File: config.mk
export PLATFORM = sky130hd
export DESIGN_NAME = xbar_alloc4x4
export DESIGN_NICKNAME = d
export VERILOG_FILES = /design/src/rtl/xbar_alloc4x4.sv
export SDC_FILE = /design/constraint.sdc
export NUM_CORES = 1
export LEC_CHECK = 0
export ABC_AREA = 1
export CAP_MARGIN = 20
export CELL_PAD_IN_SITES_DETAIL_PLACEMENT = 1
export CELL_PAD_IN_SITES_GLOBAL_PLACEMENT = 1
export CORE_MARGIN = 1
export CORE_UTILIZATION = 35
export CTS_CLUSTER_DIAMETER = 200
export DETAILED_ROUTE_END_ITERATION = 10
export PLACE_DENSITY = 0.89
export SYNTH_ARGS = -nofsm -noshare
export SYNTH_HDL_FRONTEND = slang
export SYNTH_SLANG_ARGS = --single-unit
File: constraint.sdc
create_clock -name clk -period 8 [get_ports clk]
set_clock_uncertainty 0.2 [all_clocks]
set_input_delay 2.4 -clock clk [delete_from_list [all_inputs] [get_ports clk]]
set_output_delay 2.4 -clock clk [all_outputs]
set_load 0.05 [all_outputs]
File: src/rtl/xbar_alloc4x4.sv
// ---------------------------------------------------------------------------
// xbar_alloc4x4: packet-aware 4x4 crossbar output allocator, rev 1.0
// ---------------------------------------------------------------------------
`default_nettype none

module xbar_alloc4x4 #(
  parameter int unsigned PTR_RST = 0
) (
  input  logic       clk,
  input  logic       rst,
  input  logic [3:0] req_valid,
  input  logic [1:0] req_dst0,
  input  logic [1:0] req_dst1,
  input  logic [1:0] req_dst2,
  input  logic [1:0] req_dst3,
  input  logic [3:0] req_last,
  input  logic [3:0] out_ready,
  output logic [3:0] grant0,
  output logic [3:0] grant1,
  output logic [3:0] grant2,
  output logic [3:0] grant3,
  output logic [1:0] sel0,
  output logic [1:0] sel1,
  output logic [1:0] sel2,
  output logic [1:0] sel3,
  output logic [3:0] out_valid,
  output logic [3:0] pop,
  output logic [3:0] locked
);

  typedef enum logic [0:0] {
    ST_UNLOCKED = 1'b0,
    ST_LOCKED   = 1'b1
  } state_t;

  localparam logic [1:0] c_ptr_rst = 2'(PTR_RST);

  logic [1:0]  w_dst [4];
  logic [15:0] w_grant_all;
  logic [7:0]  w_sel_all;

  assign w_dst[0] = req_dst0;
  assign w_dst[1] = req_dst1;
  assign w_dst[2] = req_dst2;
  assign w_dst[3] = req_dst3;

  for (genvar j = 0; j < 4; j++) begin : g_out
    state_t     r_state, w_state_nxt;
    logic [1:0] r_ptr, w_ptr_nxt;
    logic [1:0] r_owner, w_owner_nxt;
    logic [3:0] w_req;
    logic       w_win_valid;
    logic [1:0] w_win;
    logic       w_active;
    logic       w_xfer;

    always_comb begin
      for (int i = 0; i < 4; i++) begin
        w_req[i] = req_valid[i] && (w_dst[i] == 2'(j));
      end
    end

    // Descending scan so the requester closest to the pointer is assigned last.
    always_comb begin
      w_win_valid = 1'b0;
      w_win       = 2'd0;
      if (r_state == ST_LOCKED) begin
        w_win_valid = w_req[r_owner];
        w_win       = r_owner;
      end else begin
        for (int k = 3; k >= 0; k--) begin
          if (w_req[r_ptr + 2'(k)]) begin
            w_win_valid = 1'b1;
            w_win       = r_ptr + 2'(k);
          end
        end
      end
    end

    assign w_active = w_win_valid && !rst;
    assign w_xfer   = w_active && out_ready[j];

    assign w_grant_all[j*4 +: 4] = w_active ? (4'b0001 << w_win) : 4'b0000;
    assign w_sel_all[j*2 +: 2]   = w_active ? w_win : 2'd0;
    assign out_valid[j]          = w_xfer;
    assign locked[j]             = (r_state == ST_LOCKED);

    always_comb begin
      w_state_nxt = r_state;
      w_ptr_nxt   = r_ptr;
      w_owner_nxt = r_owner;
      if (w_xfer) begin
        if (req_last[w_win]) begin
          w_state_nxt = ST_UNLOCKED;
          w_ptr_nxt   = w_win + 2'd1;
        end else begin
          w_state_nxt = ST_LOCKED;
          w_owner_nxt = w_win;
        end
      end
    end

    always_ff @(posedge clk) begin
      if (rst) begin
        r_state <= ST_UNLOCKED;
        r_ptr   <= c_ptr_rst;
        r_owner <= 2'd0;
      end else begin
        r_state <= w_state_nxt;
        r_ptr   <= w_ptr_nxt;
        r_owner <= w_owner_nxt;
      end
    end
  end

  // A grant bit implies that input targets this output, so OR-ing is exact.
  always_comb begin
    pop = 4'b0000;
    for (int j = 0; j < 4; j++) begin
      for (int i = 0; i < 4; i++) begin
        pop[i] = pop[i] | (out_valid[j] & w_grant_all[j*4 + i]);
      end
    end
  end

  assign grant0 = w_grant_all[3:0];
  assign grant1 = w_grant_all[7:4];
  assign grant2 = w_grant_all[11:8];
  assign grant3 = w_grant_all[15:12];
  assign sel0   = w_sel_all[1:0];
  assign sel1   = w_sel_all[3:2];
  assign sel2   = w_sel_all[5:4];
  assign sel3   = w_sel_all[7:6];

endmodule

`default_nettype wire

==> Word-level counts from Yosys, hierarchy flattened <==
Cells that the tools add are included.
{ "totals": {"register_bits": 20, "input_bits": 22, "output_inout_bits": 36, "word_cells": 237} }
{ "op_classes": {"add_sub_neg": 16, "order_cmp": 24, "eq_ne": 12, "shift": 4, "n_mux": 100, "n_bitwise": 32, "n_reduce_logical": 37} }
{ "op_table": {"columns": ["operator", "n"], "rows": [
  ["$lt 2x3->1 const B", 24],
  ["$bmux 1 s2", 24],
  ["$mux 1", 48],
  ["$mux 2", 24],
  ["$logic_and 1x1->1", 24],
  ["$add 2x1->2 const B", 8],
  ["$add 2x2->2 const B", 8],
  ["$and 1x1->1", 16],
  ["$eq 2x2->1 const B", 8],
  ["$mux 4", 4],
  ["$reduce_and 2->1", 8],
  ["$shl 1x2->4 const A", 4],
  ["$or 1x1->1", 12],
  ["$eq 2x1->1 const B", 4],
  ["$logic_not 2->1", 4],
  ["$not 1->1", 4],
  ["$logic_not 1->1", 1]
]} }

==> Depth between registers and ports, before layout <==
{ "logic_depth": {"word_depth": 15, "depth_mapped": 18, "ltp_nobuf": 18} }

==> Worst setup path after synthesis <==
OpenSTA, ideal clock, no wires.
{ "synth_timing": {"kind": "input to output", "start": "input port req_dst0[1]", "end": "output port pop[0]", "arrival_ps": 4919, "required_time_ps": 5400, "setup_slack_ps": 481, "cell_stages": 13, "path_buffers": 0, "path_cell_list": "inv_1 -> nand3_1 -> nand2_1 -> nand3_1 -> nand2_2 -> nand3_2 -> nand3_2 -> nand2_2 -> nand2_4 -> nand2_4 -> nor3_1 -> nand2_1 -> nand4_1"} }
{ "synth_between": {"elab_chain_len": 15, "word_cells_on_any_way": 111, "classes_between": "eq/ne: 3; shift: 4; mux: 84; bitwise: 7; reduce/logical: 13"} }
{ "synth_lines": {"columns": ["item", "line_no", "text"], "rows": [
  ["start: declaration", "12", "input logic [1:0] req_dst0,"],
  ["$eq 2x1->1 (*)", "59", "w_req[i] = req_valid[i] && (w_dst[i] == 2'(j));"],
  ["$logic_and 1x1->1 (*)", "59", null],
  ["$bmux 1 s2", "72", "if (w_req[r_ptr + 2'(k)]) begin"],
  ["$mux 1 (implied by the code)", "72", null],
  ["$mux 2 or $mux 1 (tied branches) (4 in a row)", "72", null],
  ["$mux 2 or $mux 1 (tied branches)", "67", "if (r_state == ST_LOCKED) begin"],
  ["$shl 1x2->4 or $logic_and 1x1->1 (tied branches)", "83, 80", null],
  ["$mux 4 (*)", "83", "assign w_grant_all[j*4 +: 4] = w_active ? (4'b0001 << w_win) : 4'b0000;"],
  ["via grant1[0]", "19", "output logic [3:0] grant1,"],
  ["$and 1x1->1 (*)", "121", "pop[i] = pop[i] | (out_valid[j] & w_grant_all[j*4 + i]);"],
  ["$or 1x1->1 (*) (3 in a row)", "121", null],
  ["end: declaration", "27", "output logic [3:0] pop,"]
]} }
Mark *: on every way through the listed nets, which the timed path passes. The rest lies on a longest branch. The select of a mux whose other input is x is not followed.

==> Worst setup path in the final report <==
{ "layout_timing": {"start": "input port req_valid[0]", "end": "output port grant1[1]"} }
{ "layout_between": {"elab_chain_len": 10, "word_cells_on_any_way": 24, "classes_between": "shift: 1; mux: 21; reduce/logical: 2"} }
{ "layout_lines": {"columns": ["item", "line_no", "text"], "rows": [
  ["start: declaration", "11", "input logic [3:0] req_valid,"],
  ["$logic_and 1x1->1 (*)", "59", null],
  ["$bmux 1 s2", "72", null],
  ["$mux 1 (implied by the code)", "72", null],
  ["$mux 2 or $mux 1 (tied branches) (4 in a row)", "72", null],
  ["$mux 2 or $mux 1 (tied branches)", "67", null],
  ["$shl 1x2->4 or $logic_and 1x1->1 (tied branches)", "83, 80", null],
  ["$mux 4 (*)", "83", null],
  ["end: declaration", "19", null]
]} }
Every way passes the cells marked *; elsewhere a longest branch is shown, timed or not. The select of a mux whose other input is x is not followed.

==> summary.md <==
| Metric | Value |
|---|---|
| Status | `finished clean` |
| Yosys top cell by area | `nand2_1` |
| Number of buffers added for setup after CTS | `0` |
| Register bit total from synthesis | `20` |
| Max clock buf depth | `2` |
| Unrepaired setup endpoints after global routing | `no` |
| Worst hold path class | `reg2reg` |
| Setup tns final | `0 ns` |
| Via density | `5.35` |
| Avg Cell Area, Syn | `5.60 um^2` |
| Core area | `7290 um^2` |
| Via count | `3317` |
| Num ports | `58` |
| Worst skew pair latency | `0.27 ns` |
| Reg2Reg Depth | `18` |
| Largest cells by area after synthesis | `nand2_1 (19%), nand3_1 (16%), dfxtp_1 (15%)` |
| Synthesis-to-layout area growth | `24.2%` |
| Wire length per cell | `15.4 um` |
| Filler cell count | `1068` |
| Initial Util | `36.3%` |
| Slowest stage cell, crit path | `clkdlybuf4s50_1` |
| Total global routing overflow | `0` |
| Starting DRT DRC Count | `163` |
| Port Buffers | `57` |
| Hold_buf cts | `0` |
| Routed WL | `9530 um` |
| Crit path capture type | `primary output` |
| EDFF count, synth | `0` |
| Clk pwr share | `7.7%` |
| Top delay family on crit path | `buffers and inverters` |
| Share of synthesized registers carrying an async set or reset | `0%` |
| Syn_nets | `495` |
| Worst path cell trace | `clkdlybuf4s50_1 > nand3_1 > nand2_1 > nand3_1 > nand2_2 > nand3_2 > a21oi_2 > nand2_4 > nand2_4 > inv_1 > nor3_1 > clkdlybuf4s50_1` |
| Maximum fanout along the worst path | `9` |
| Share of layout cells above drive strength 1 | `15.7%` |
| Die footprint | `7920 um^2` |
| Final Cycle Share | `97.2%` |
| Chip height | `89.0 um` |
| Crit path time final | `7.77 ns` |
| CTS tree | `done` |
| Setup Viol. Count Final | `0` |
| Clock-pin slew reported for the worst setup and hold paths after clock tree synthesis | `0.08 ns` |
| NetSw | `0.551 mW` |
| Comb power frac | `75.5%` |
| Maximum VDD drop | `0.226 mV` |
| N_diodes | `0` |
| Slew HR | `62.2%` |
| Mapped Cells | `473` |
| Final Max Slew Viols | `0` |
| PwrDens | `277 nW/um^2` |
| Fmax | `129 MHz` |
| Internal Pwr Total | `0.360 mW` |
| Cts repair resizes | `0` |
| Synth Warn # | `0` |
| Net count reported at finish | `545` |
| Post-synthesis sequential area ratio | `15.1%` |
| First-pass GRT wire length | `15500 um` |
| Final GP Congestion | `0.885` |
| Sequential share of power | `16.8%` |
| Leak | `1.58 nW` |
| Clk sink count | `20` |
| Crit path launch type | `input pin` |
| Initial antenna violation count | `0` |
| Sw Share | `60.5%` |
| Mapped Area | `2650 um^2` |
| CP arrival | `5.17 ns` |
| Crit Path Class | `in2out` |
| CTS H-tree depth | `1` |
| Slew of the pin with the lowest slew margin | `0.567 ns` |
| Yosys cell types | `30` |
| DRC Markers | `0` |
| Critical Path RT | `5.40 ns` |
| Fin. Hold Viols | `0` |
| Die W | `89.0 um` |
| Synth Flop Type | `dfxtp_1` |
| Max-cap violations | `0` |
| Clock root cell | `clkbuf_8` |
| Hold Crit Depth | `2` |
| Most frequent cell after synthesis | `nand2_1` |
| Clock buffer count from CTS | `3` |
| Total Power | `0.911 mW` |
| DP HPWL | `7890 um` |
| Total GRT Usage | `25.0%` |
| WP depth | `12` |
| Largest stage delay, worst path | `0.84 ns` |
| Largest net degree at the start of global routing | `16` |
| Yosys top cell area share | `19.3%` |
| Number of global-route vias before repair | `3256` |
| # rows | `31` |
| CP bufs+invs | `3` |
| Drt pass-1 iters | `4` |
| Commonest cells post-synth | `nand2_1 (136), nand3_1 (86), inv_1 (51)` |
| ANT nets after route | `0` |
==> cell type report <==
| class | instances | area (um^2) | area share [%] |
|---|---|---|---|
| multi-input combinational | 371 | 1900 | 57.8 |
| sequential | 20 | 400 | 12.2 |
| inverter | 68 | 255 | 7.75 |
| clock buffer | 3 | 41.3 | 1.25 |
| tap | 99 | 124 | 3.76 |
| timing repair buffer | 59 | 568 | 17.3 |
==> metal layers <==
layer	wire length, um	global-route usage [%]	up-vias
li1	-	-	1642
met1	4460	31.9	1550
met2	4350	43.2	99
met3	474	3.42	26
met4	245	8.37	0
met5	0	0	-
==> state kept, by name, summed over array words and instances (netlist names) <==
register	count
g_out.r_owner	8
g_out.r_ptr	8
g_out.r_state	4
==> worst reg2reg max path, delay by kind of cell, from the launching register on <==
family                 cells  cell delay, ns
flip-flops                 1            0.59
buffers and inverters      2            0.23
AND/OR/NAND/NOR           16            1.31
==> path summary, 6_finish.rpt <==
| check | startpoint | endpoint | slack, ns |
|---|---|---|---|
| max | req_valid[0] | grant1[1] | 0.23 |
| min | g_out[0].r_owner[1]$_SDFFE_PP0P_ | g_out[0].r_owner[1]$_SDFFE_PP0P_ | 0.31 |
| max reg2reg | g_out[2].r_ptr[0]$_SDFFE_PP0P_ | g_out[2].r_ptr[0]$_SDFFE_PP0P_ | 5.62 |
| min reg2reg | g_out[0].r_owner[1]$_SDFFE_PP0P_ | g_out[0].r_owner[1]$_SDFFE_PP0P_ | 0.31 |
==> placed cells by master (no fill, tap or decap), types with 4 or more instances in the layout <==
cell,count
nand2_2,17
dfxtp_1,20
nand3_2,18
o21ai_1,4
o211ai_1,8
inv_1,51
nor3_1,4
nor2_1,43
nand4_1,19
o21ai_2,4
buf_4,9
inv_2,17
a21oi_1,8
nand2_4,4
clkdlybuf4s50_1,50
nor2_2,4
nand3_1,86
nand2_1,136
==> cells by family (layout without fill, tap and decap cells) <==
group,after synthesis,after routing,synth area share (%)
AND/OR/NAND/NOR,337,337,62.8
AO/OA/AOI/OAI,30,30,7.65
flip-flops,20,20,15.1
XOR/XNOR,4,4,1.32
buffers and inverters,82,130,13.1
==> power groups by stage <==
stage / Clock, mW / Sequential, mW / Combinational [mW]
2_1_floorplan: 0 / 0.134 / 0.535
3_3_place_gp: 0 / 0.153 / 0.664
3_5_place_dp: 0 / 0.155 / 0.683
4_1_cts: 0.0706 / 0.153 / 0.687
5_1_grt: 0.0745 / 0.157 / 0.753
6_report: 0.0703 / 0.153 / 0.687
==> per-stage QoR <==
step / cell area, um^2 / hold slack [ns] / std cells / setup slack, ns / utilization, %
floorplan: 2650 / 0.255 / 473 / 0.481 / -
global placement: 3250 / 0.275 / 617 / 0.306 / 44.6
detailed placement: 3250 / 0.300 / 617 / 0.244 / 44.6
CTS: 3290 / 0.312 / 620 / 0.228 / 45.1
finish: 3290 / 0.313 / 620 / 0.226 / 45.1
global route: 3290 / 0.344 / 620 / 0.0119 / 45.1
Note: power is estimated with default switching activity, not from simulation.
